`src/rtl/seg_disp_arbiter.sv`:
```
// seg_disp_arbiter: fixed-priority owner of the shared 8-digit seven-segment
// display. Requesters are error (2, highest), viewer (1) and banner (0, lowest).
// A new owner keeps the screen for at least MIN_HOLD cycles. A voluntary
// release is followed by GAP_CYCLES of blank frame.
// Optional feature macro: SEG_ARB_BLINK_EN blinks the error frame while
// requester 2 owns the display.
//
// Handshake: req is a level request and is never acknowledged by a pulse.
// The requester owns the display while its grant bit is high. grant and
// disp_glyphs are registered, so a req sampled at edge N shows up just
// after edge N together with that requester's frame as it was at edge N.
module seg_disp_arbiter #(
  parameter int MIN_HOLD   = 50_000_000,
  parameter int GAP_CYCLES = 1_000_000,
  parameter int BLINK_HALF = 25_000_000,
  parameter int CNT_W      = 26
) (
  input  logic        clk,
  input  logic        rst,
  input  logic [2:0]  req,
  input  logic [39:0] frame0,
  input  logic [39:0] frame1,
  input  logic [39:0] frame2,
  output logic [2:0]  grant,
  output logic [39:0] disp_glyphs,
  output logic        preempt_pulse,
  output logic [1:0]  dbg_state
);

  typedef enum logic [1:0] {
    ST_IDLE = 2'd0,
    ST_OWN  = 2'd1,
    ST_HOLD = 2'd2,
    ST_GAP  = 2'd3
  } state_t;

  localparam logic [39:0]      BLANK    = 40'hFF_FFFF_FFFF;
  localparam logic [CNT_W-1:0] HOLD_MAX = CNT_W'(MIN_HOLD);
  localparam logic [CNT_W-1:0] GAP_LAST = CNT_W'(GAP_CYCLES - 1);

  // Elaborates an empty, named block only when CNT_W is too narrow.
  // The name makes the misconfiguration visible in the elaborated hierarchy.
  if ((64'(MIN_HOLD) >= (64'd1 << CNT_W)) || (64'(GAP_CYCLES) >= (64'd1 << CNT_W)) ||
      (64'(BLINK_HALF) >= (64'd1 << CNT_W))) begin : g_cnt_w_too_small
  end

  state_t           state, state_n;
  logic [1:0]       owner, owner_n;
  logic [2:0]       grant_n;
  logic [39:0]      glyph_q, glyph_n;
  logic [CNT_W-1:0] hold_cnt, hold_n, hold_inc;
  logic [CNT_W-1:0] gap_cnt, gap_n;
  logic             pulse_n;
  logic [1:0]       top_idx;
  logic             any_req, has_higher, own_req;

  // Index of the highest-priority set request bit.
  function automatic logic [1:0] top_of(input logic [2:0] r);
    if (r[2])      top_of = 2'd2;
    else if (r[1]) top_of = 2'd1;
    else           top_of = 2'd0;
  endfunction

  // Frame belonging to a requester index.
  function automatic logic [39:0] frame_of(input logic [1:0] idx,
                                           input logic [39:0] f0,
                                           input logic [39:0] f1,
                                           input logic [39:0] f2);
    case (idx)
      2'd0:    frame_of = f0;
      2'd1:    frame_of = f1;
      2'd2:    frame_of = f2;
      default: frame_of = BLANK;
    endcase
  endfunction

  // Request decode relative to the current owner.
  always_comb begin
    top_idx    = top_of(req);
    any_req    = |req;
    has_higher = 1'b0;
    own_req    = 1'b0;
    case (owner)
      2'd0: begin has_higher = |req[2:1]; own_req = req[0]; end
      2'd1: begin has_higher = req[2];    own_req = req[1]; end
      2'd2: begin has_higher = 1'b0;      own_req = req[2]; end
      default: begin has_higher = 1'b0;   own_req = 1'b0;   end
    endcase
    hold_inc = (hold_cnt >= HOLD_MAX) ? HOLD_MAX : hold_cnt + 1'b1;
  end

  // Next-state and next-output logic for the ownership FSM.
  always_comb begin
    state_n = state;
    owner_n = owner;
    grant_n = grant;
    glyph_n = glyph_q;
    hold_n  = hold_cnt;
    gap_n   = gap_cnt;
    pulse_n = 1'b0;
    case (state)
      ST_IDLE: begin
        glyph_n = BLANK;
        if (any_req) begin
          state_n = ST_OWN;
          owner_n = top_idx;
          grant_n = 3'(3'b001 << top_idx);
          glyph_n = frame_of(top_idx, frame0, frame1, frame2);
          hold_n  = '0;
        end
      end
      ST_OWN, ST_HOLD: begin
        if (has_higher) begin
          // Preemption wins over any simultaneous drop by the owner.
          state_n = ST_OWN;
          owner_n = top_idx;
          grant_n = 3'(3'b001 << top_idx);
          glyph_n = frame_of(top_idx, frame0, frame1, frame2);
          hold_n  = '0;
          pulse_n = 1'b1;
        end else if (own_req) begin
          // Re-assertion from HOLD keeps the running hold count.
          state_n = ST_OWN;
          glyph_n = frame_of(owner, frame0, frame1, frame2);
          hold_n  = hold_inc;
        end else if (hold_cnt >= HOLD_MAX) begin
          state_n = ST_GAP;
          grant_n = 3'b000;
          glyph_n = BLANK;
          gap_n   = '0;
        end else begin
          // Owner released early: freeze the last frame until MIN_HOLD.
          state_n = ST_HOLD;
          hold_n  = hold_inc;
        end
      end
      ST_GAP: begin
        glyph_n = BLANK;
        if (gap_cnt >= GAP_LAST) begin
          if (any_req) begin
            state_n = ST_OWN;
            owner_n = top_idx;
            grant_n = 3'(3'b001 << top_idx);
            glyph_n = frame_of(top_idx, frame0, frame1, frame2);
            hold_n  = '0;
          end else begin
            state_n = ST_IDLE;
          end
        end else begin
          gap_n = gap_cnt + 1'b1;
        end
      end
      default: begin
        state_n = ST_IDLE;
        grant_n = 3'b000;
        glyph_n = BLANK;
      end
    endcase
  end

  // State, owner, counters and latched frame registers.
  always_ff @(posedge clk) begin
    if (rst) begin
      state         <= ST_IDLE;
      owner         <= 2'd0;
      grant         <= 3'b000;
      glyph_q       <= BLANK;
      hold_cnt      <= '0;
      gap_cnt       <= '0;
      preempt_pulse <= 1'b0;
    end else begin
      state         <= state_n;
      owner         <= owner_n;
      grant         <= grant_n;
      glyph_q       <= glyph_n;
      hold_cnt      <= hold_n;
      gap_cnt       <= gap_n;
      preempt_pulse <= pulse_n;
    end
  end

  assign dbg_state = state;

`ifdef SEG_ARB_BLINK_EN
  localparam logic [CNT_W-1:0] BLINK_LAST = CNT_W'(BLINK_HALF - 1);

  logic [CNT_W-1:0] blink_cnt;
  logic             blink_on;

  // Blink phase: starts "on" at each new grant to requester 2 and toggles
  // every BLINK_HALF cycles while requester 2 holds the grant.
  always_ff @(posedge clk) begin
    if (rst) begin
      blink_cnt <= '0;
      blink_on  <= 1'b1;
    end else if (grant_n[2] && !grant[2]) begin
      blink_cnt <= '0;
      blink_on  <= 1'b1;
    end else if (grant[2]) begin
      if (blink_cnt >= BLINK_LAST) begin
        blink_cnt <= '0;
        blink_on  <= ~blink_on;
      end else begin
        blink_cnt <= blink_cnt + 1'b1;
      end
    end else begin
      blink_cnt <= '0;
      blink_on  <= 1'b1;
    end
  end

  assign disp_glyphs = (grant[2] && !blink_on) ? BLANK : glyph_q;
`else
  assign disp_glyphs = glyph_q;
`endif

endmodule

```
`config.mk`:
```
export PLATFORM = sky130hd
export DESIGN_NAME = seg_disp_arbiter
export DESIGN_NICKNAME = d
export VERILOG_FILES = /design/src/rtl/seg_disp_arbiter.sv
export SDC_FILE = /design/constraint.sdc
export NUM_CORES = 1
export LEC_CHECK = 0
export CAP_MARGIN = 20
export CORE_MARGIN = 3
export CORE_UTILIZATION = 55
export CTS_CLUSTER_DIAMETER = 50
export DETAILED_ROUTE_END_ITERATION = 6
export PLACE_DENSITY = 0.95
export SYNTH_ARGS = -nofsm -noshare
export SYNTH_HDL_FRONTEND = slang
export SYNTH_SLANG_ARGS = --single-unit
```
`constraint.sdc`:
```
create_clock -name clk -period 7.1 [get_ports clk]
set_clock_uncertainty 0.05 [all_clocks]
set_input_delay 1.775 -clock clk [delete_from_list [all_inputs] [get_ports clk]]
set_output_delay 1.775 -clock clk [all_outputs]
set_load 0.03 [all_outputs]
```
Yosys cells after proc, flatten, opt, wreduce, memory -nomap -nowiden
Cells that the tools add are included.
{"block": "classes", "magnitude_cmp": 2, "eq_ne": 18, "reduce_logical": 13, "div": 0, "n_shift": 1, "n_mul": 0, "n_bitwise": 1, "n_mux": 42, "n_addsub": 2}
{"cell": "$pmux W40 S3", "count": 3}
{"cell": "$mux W26", "count": 10}
{"cell": "$mux W40", "count": 5}
{"cell": "$pmux W26 S3", "count": 1}
{"cell": "$add A26 B1 Y26 const B", "count": 2}
{"cell": "$pmux W26 S2", "count": 1}
{"cell": "$ge A26 B20 Y1 const B", "count": 1}
{"cell": "$ge A26 B26 Y1 const B", "count": 1}
{"cell": "$mux W2", "count": 8}
{"cell": "$mux W3", "count": 5}
{"cell": "$ne A2 B2 Y1 const B", "count": 7}
{"cell": "$pmux W2 S3", "count": 2}
{"cell": "$pmux W3 S3", "count": 1}
{"cell": "$eq A2 B2 Y1 const B", "count": 4}
{"cell": "$ne A4 B4 Y1 const B", "count": 2}
{"cell": "$eq A2 B1 Y1 const B", "count": 3}
{"cell": "$logic_not A2 Y1", "count": 3}
{"cell": "$ne A3 B3 Y1 const B", "count": 2}
{"cell": "$reduce_and A2 Y1", "count": 3}
{"cell": "$reduce_or A2 Y1", "count": 3}
{"cell": "$reduce_and A5 Y1", "count": 1}
{"cell": "$mux W1", "count": 4}
{"cell": "$pmux W1 S3", "count": 1}
{"cell": "$reduce_and A3 Y1", "count": 1}
{"cell": "5 further kinds", "count": 5}
{"block": "totals", "latch_bits": 0, "memories": 0, "ff_bits": 100, "ram_bits": 0, "wordCells": 86, "romBits": 0}

Depth between registers and ports, before layout
Gate-level depths: netlist of run 1.
{"block": "logic_depth", "ltp_word": 7, "depth_mapped": 10, "mapped_depth_nobuf": 7}

Worst setup path after synthesis of run 1
OpenSTA, ideal clock, no wires.
{"block": "synth_path", "path_kind": "in2reg", "from": "input port req[1]", "to": "register hold_cnt[18]", "t_arrival_ns": 3.692, "setup_ns": 0.132, "path_stages": 9, "slack_ns": 3.225, "cell_sequence": "clkbuf_1 -> nor2_1 -> a221oi_1 -> nor2_1 -> a211o_1 -> buf_2 -> clkbuf_1 -> o21ai_0 -> a21oi_1"}
{"block": "synth_via", "elab_chain_cells": 4}
{"element": "start: declaration", "line": "20", "source": "input logic [2:0] req,"}
{"element": "$pmux W1 S3 (tied with other cells)", "line": "83", "source": "case (owner)"}
{"element": "$mux W26 (tied with other cells)", "line": "121", "source": "end else if (own_req) begin"}
{"element": "$mux W26 (tied with other cells)", "line": "113", "source": "if (has_higher) begin"}
{"element": "$pmux W26 S3 or $reduce_and A2 Y1 (tied branches)"}
{"element": "end signal: assignment", "line": "176", "source": "hold_cnt <= hold_n;"}
{"element": "end: declaration", "line": "51", "source": "logic [CNT_W-1:0] hold_cnt, hold_n, hold_inc;"}
Several ways; a longest one is shown, not always the timed one. The select of a mux whose other input is x is not followed.
A chain may end at the register's enable or synchronous reset.

Final worst setup path of run 1
{"block": "layout_path", "from": "input port req[1]", "to": "register glyph_q[19], in the netlist disp_glyphs[19]"}
{"block": "layout_via", "elab_chain_cells": 7}
{"element": "$mux W1", "line": "60", "source": "else if (r[1]) top_of = 2'd1;"}
{"element": "$mux W2", "line": "59", "source": "if (r[2]) top_of = 2'd2;"}
{"element": "$eq A2 B2 Y1 (tied with other cells)", "line": "69", "source": "case (idx)"}
{"element": "$pmux W40 S3", "line": "69"}
{"element": "$mux W40", "line": "104", "source": "if (any_req) begin"}
{"element": "$mux W40", "line": "139", "source": "if (gap_cnt >= GAP_LAST) begin"}
{"element": "$pmux W40 S3", "line": "101", "source": "case (state)"}
{"element": "end signal: assignment", "line": "175", "source": "glyph_q <= glyph_n;"}
{"element": "end: declaration", "line": "50", "source": "logic [39:0] glyph_q, glyph_n;"}
Several ways; a longest one is shown, not always the timed one.

==> impl_results.md, run 1 <==
* Ports at 171
* CTS root buf: clkbuf_16
* Switching pwr at 553.5 uW
* Vias at 8535
* Critical Path Fanout Max at 40
* Largest stage delay, worst path at 0.62 ns
* Initial antenna violation count at 0
* Design area at ~9100 um2
* Met2 global-route usage at between 50 and 60%
* Final setup violation count at 0
* H-tree lvl count at 3
* R2R cell count at 7
* Commonest cells after routing, fill and taps aside: 168 x clkdlybuf4s50_1, 148 x o21ai_0, 124 x nand2_1, 99 x dfxtp_1, 81 x mux2i_1
* Met3 Resource Use GR at 6.648%
* Top Family by Delay on Critical Path: compound AO/OA/AOI/OAI gates
* WP buf/inv at 2
* Setup TNS at 0 ns
* Worst setup SP type: primary input
* GP Congestion at 0.9401
* Die H at 119 um
* R2R setup slack at approximately 3.1 ns
* Row cnt at 40
* CTS resizes at 0
* P_int at ~1.1 mW
* Core footprint at 12260 um2
* CTS tree: built
* Placed cell area at 8733 um2
* Hold Path Class: register to register
* Post-synth top area share at about 29%
* Slew margin rel. at 27.86%
* Synthesized Nets at 1090
* Pin count of the biggest net entering global routing at 80
* TritonCTS buffer count at 9
* Final min period at 4.206 ns
* Unrepaired setup endpoints after global routing: no
* Layout cells sized above 1 at 4.634%
* Max_cap viols at 0
* Hold EP: gap_cnt[20]
* Cell mode on critical path: nor2_1
* Status: finished, final reports clean
* Setup CP Type: primary input to register
* Most used routing layer: met2
* Grt total ovfl at 0
* Area contributors post-synth: dfxtp_1 29%, mux2i_1 12%, o21ai_0 11%, nand2_1 6.6%, o221ai_1 5.0%
* Crit path cell chain: buf_2, nor2_1, a221oi_1, nor2_1, a221oi_4, buf_4, a31oi_1
* Reg2reg end: gap_cnt[6]
* Synthesis-to-finish area growth at 28.97%
* Crit-path slowest cell: a221oi_1
* Seq/Total Area, Yosys at 28.51%
* Clock Latency Late Sink at 0.36 ns
* Max VDD drop at 0.1275 mV
* Clock power frac at a little under a third
* Worst Tran Pin Value at 1.076 ns
* GRT Total Usage at 33.35%
* FF-to-FF Start: dbg_state[0]
* Commonest non-fill, non-tap cell in the layout: clkdlybuf4s50_1
* Fin. Hold Viols at 0
* Reg clk slew, reported paths at 0.07 ns
* Pwr dens at roughly 180 nW/um2
* Initial DRC Count at 1364
* Vias in the first global route at about 8000
* YS warnings at 0
* Die ar. at around 14000 um2
* Syn Area/Cell at 7.316 um2
* Hold Path Stages at 2
* Req. time, crit path at between 7 and 8 ns
* Dpl hpwl at roughly 16000 um
* Initial Util at 57.28%
* Vias per cell at 6.844
* Min-delay src: gap_cnt[20]
* CTS Sinks at 100
* Most common flop cell mapped by yosys: dfxtp_1
* Post-synth EDFFs at 0
* Drt total wl at 24710 um
* Post CTS Setup Buffer Count at 0
* Fmax at 237.7 MHz
* Fin crit share at about three fifths
* WL per Instance at 19.81 um
* Post-Synthesis Cell Area at roughly 7000 um2
* Post-synth ARST share at 0%
* First-pass GRT wire length at 39700 um
* Max Slew Vio Count at 0
* Leading area contributor after synthesis: dfxtp_1
* Combinational share of power at 31.7%
* Routed Antenna Nets at 0
* Final net count at 1205
* Arrival @ worst endpoint at 4.36 ns
* Post-CTS Hold Buffers at 0
* Max Root-Sink Buffers at 2
* Seq cells post-synth at 100
* Syn Inst Count at 960
* Util after Layout at roughly three quarters
* Reg power frac at between 30% and 40%
* P_leak at 3.095 nW
* Drt first pass iters at 5
* Switch share at 33.14%
* Distinct cell type count after synthesis at 66
* Grt met1 use at between 40% and 50%
* Antenna fix cells at 0
* Worst setup EP type: register
* IO buf count at 170
* DRC at 0
* Die width at 119 um
## per-stage QoR
step | cells | total power, mW | hold WS, ns | worst slack [ns]
after CTS | 1246 | 1.652 | 0.4158 | 2.974
after floorplan | 960 | 0.9272 | 0.3838 | 3.225
after global routing | 1247 | 1.727 | 0.4306 | 2.646
final | 1247 | 1.670 | 0.4133 | 2.894
after global placement | 1231 | 1.134 | 0.3956 | 2.759
after detailed placement | 1231 | 1.148 | 0.4057 | 2.628
## power by group through the flow
| stage | Clock [mW] | Sequential, mW | Combinational (mW) |
|---|---|---|---|
| after floorplan | 0 | 0.704 | 0.223 |
| after global placement | 0 | 0.636 | 0.497 |
| after detailed placement | 0 | 0.637 | 0.511 |
| after CTS | 0.510 | 0.626 | 0.516 |
| after global routing | 0.534 | 0.630 | 0.562 |
| final | 0.515 | 0.626 | 0.529 |
## per-layer routing
metal,routed length [um],vias up
li1,-,3848
met5,0,-
met1,9307,3971
met2,11590,608
met4,1226,0
met3,2588,108
## cell type report
type	instances	area, um2
Clock buffer	14	274.0
Clock inverter	1	30.03
Fill cell	888	3204
Inverter	16	60.06
Multi-Input combinational cell	765	4678
Sequential cell	100	2003
Tap cell	168	210.2
Timing Repair Buffer	183	1802
## state kept, by name (all words and copies together), names as in the netlist
signal / count
gap_cnt: 26
disp_glyphs: 40
preempt_pulse: 1
grant: 3
hold_cnt: 26
owner: 2
dbg_state: 2
## worst register-to-register path, cell delays in order, from the launching register on
cell,delay [ns]
dfxtp_1,0.44
ha_1,0.68
or4b_1,0.51
a211oi_1,0.49
o211a_1,0.58
a2bb2oi_1,0.71
nand2_1,0.11
a32o_1,0.28
## cell usage after synthesis, drive strengths merged (4+ instances only)
cell,n
o21ai,150
nand2,124
dfxtp,100
mux2i,81
nor2,71
clkbuf,59
a31oi,50
a21oi,49
o221ai,40
nand3,32
nor3,21
buf,20
inv,16
or3,16
and3,14
nand4,11
or4,11
o31ai,9
a32oi,6
and4,5
ha,5
nor2b,5
a211oi,4
and2,4
nor4,4
o21a,4
## kinds of logic after synthesis
family	after synthesis	synth area share [%]
muxes	81	11.54
and+or+nand+nor	332	22.59
adders and majority gates	5	0.8908
buffers and inverters	95	5.345
AOI/OAI and AO/OA	347	31.12
DFF	100	28.51
## how the worst max path moves through the flow
stage / start / endpoint / slack, ns / cells past startpoint
detailed placement: req[1] / hold_cnt[19] / 2.63 / 7
CTS: req[1] / hold_cnt[4] / 2.97 / 7
global placement: req[1] / hold_cnt[21] / 2.76 / 7
floorplan: req[1] / hold_cnt[18] / 3.23 / 9
finish: req[1] / disp_glyphs[19] / 2.89 / 7
global route: req[1] / disp_glyphs[19] / 2.65 / 7
Power figures use the tool's default switching activity.
==> run 2, diff against run 1 <==
Settings changed: CORE_UTILIZATION 55 to 46, PLACE_DENSITY 0.95 to 0.89.
Clock period 7.1 ns to 3.45 ns, I/O delays scaled along.
==> impl_results.md, run 2 (synthesis gave the netlist of run 1 again) <==
* IO buf count at 170
* Vias in the first global route at 7862
* P_leak at 3.162 nW
* Ports at 171
* Layout cells sized above 1 at 6.124%
* Reg2reg end: gap_cnt[15]
* Fin crit share at around nine tenths
* GP Congestion at around 0.96
* Util after Layout at between 60 and 70%
* Worst setup EP type: register
* CTS root buf: clkbuf_16
* First-pass GRT wire length at 37920 um
* Setup TNS at 0 ns
* Vias at 8318
* Final net count at roughly 1200
* Initial Util at 47.60%
* Unrepaired setup endpoints after global routing: no
* Drt first pass iters at 6
* CTS resizes at 0
* Grt total ovfl at 0
* Worst setup SP type: register
* Setup crit end: gap_cnt[15]
* Largest register FFs at 40
* Fmax at ~330 MHz
* Max VDD drop at 0.2649 mV
* Initial DRC Count at 1026
* Final min period at 3.076 ns
* Post CTS Setup Buffer Count at 0
* CTS tree: built
* TritonCTS buffer count at 9
* Core footprint at roughly 15000 um2
* PnR Total Power at 3.378 mW
* Synthesis-to-finish area growth at 30.80%
* R2R cell count at 7
* H-tree lvl count at 3
* Die H at 129.6 um
* Pwr dens at roughly 370 nW/um2
* Reg clk slew, reported paths at 0.07 ns
* Row cnt at 44
* Fin. Hold Viols at 0
* Initial antenna violation count at 0
* Antenna fix cells at 0
* Placed cell area at 8886 um2
* Vias per cell at 6.509
* Status: finished, final reports clean
* R2R setup slack at about 0.37 ns
* GRT Total Usage at between 20 and 30%
* Req. time, crit path at 3.68 ns
* Routed Antenna Nets at 0
* WL per Instance at 18.90 um
* Max_cap viols at 0
* Max Slew Vio Count at 0
* Die width at approximately 130 um
* Commonest cells after routing, fill and taps aside: 168 x clkdlybuf4s50_1, 148 x o21ai_0, 124 x nand2_1, 99 x dfxtp_1, 81 x mux2i_1
* Drt total wl at ~24000 um
* Dpl hpwl at between 15000 and 20000 um
* Max Root-Sink Buffers at 2
* Design area at about 9000 um2
* CTS Sinks at 100
* Die ar. at 16790 um2
* FF-to-FF Start: dbg_state[1]
* Final setup violation count at 0
* Worst Tran Pin Value at 0.8128 ns
* Clock Latency Late Sink at between 0.3 and 0.4 ns
* Setup CP Type: register to register
* Slew margin rel. at ~45%
* Post-CTS Hold Buffers at 0
* Arrival @ worst endpoint at approximately 3.3 ns
* Pin count of the biggest net entering global routing at 57
* Hold Path Class: register to register
* Crit path launch: dbg_state[1]
* Critical Path Fanout Max at 11
* DRC at 0
* Commonest non-fill, non-tap cell in the layout: clkdlybuf4s50_1
## run 2: cell count changes in the layout (fill, tap and decap cells not counted), sizes merged
cell      before  now
clkbuf        14    9
clkinvlp       0    2
clkinv         0    2
buf           15   31
## run 2: cell type report
| type | instances | area (um2) |
|---|---|---|
| fill | 1258 | 5568 |
| sequential | 100 | 2003 |
| tap | 184 | 230.2 |
| clock inverter | 5 | 55.05 |
| timing repair buffer | 199 | 1934 |
| clock buffer | 9 | 225.2 |
| multi-input combinational | 765 | 4678 |
| inverter | 16 | 60.06 |
## run 2: worst min-delay path by stage
stage,start,end,slack (ns),depth (start not counted)
6_report,gap_cnt[19],gap_cnt[19],0.42,2
5_1_grt,disp_glyphs[15],disp_glyphs[15],0.45,2
4_1_cts,gap_cnt[19],gap_cnt[19],0.42,2
3_5_place_dp,gap_cnt[19],gap_cnt[19],0.41,2
3_3_place_gp,gap_cnt[20],gap_cnt[20],0.40,2
2_1_floorplan,gap_cnt[20],gap_cnt[20],0.38,2
## run 2: per-layer routing
layer	part of all wire (%)	track usage [%]	wire, um	vias to the layer above
met3	9.4	5.812	2268	63
li1	-	-	-	3878
met1	39	34.39	9482	3866
met2	48	45.22	11660	511
met4	3.1	11.92	745	0
met5	0	0	0	-
## run 2: worst max-delay path, cell delays in order, from the launching register on
cell,delay (ns)
dfxtp_1,0.37
ha_1,0.17
or4b_1,0.44
a211oi_1,0.45
o211a_1,0.54
o21ai_1,0.31
or4_1,0.53
a21oi_1,0.15
## run 2: through the flow
| stage | std cells | setup WS, ns | hold WS [ns] |
|---|---|---|---|
| after floorplan | 960 | 0.4880 | 0.3838 |
| after global placement | 1263 | 0.3446 | 0.3996 |
| after detailed placement | 1263 | 0.2586 | 0.4074 |
| after CTS | 1277 | 0.3956 | 0.4185 |
| after global routing | 1278 | 0.1862 | 0.4526 |
| final | 1278 | 0.3742 | 0.4220 |
## run 2: where the power goes
| group | switching [mW] | leakage, nW | total, mW | internal, mW |
|---|---|---|---|---|
| clock network | 0.439 | 0.133 | 0.990 | 0.551 |
| logic | 0.642 | 2.21 | 1.11 | 0.464 |
| registers | 0.0462 | 0.820 | 1.28 | 1.23 |
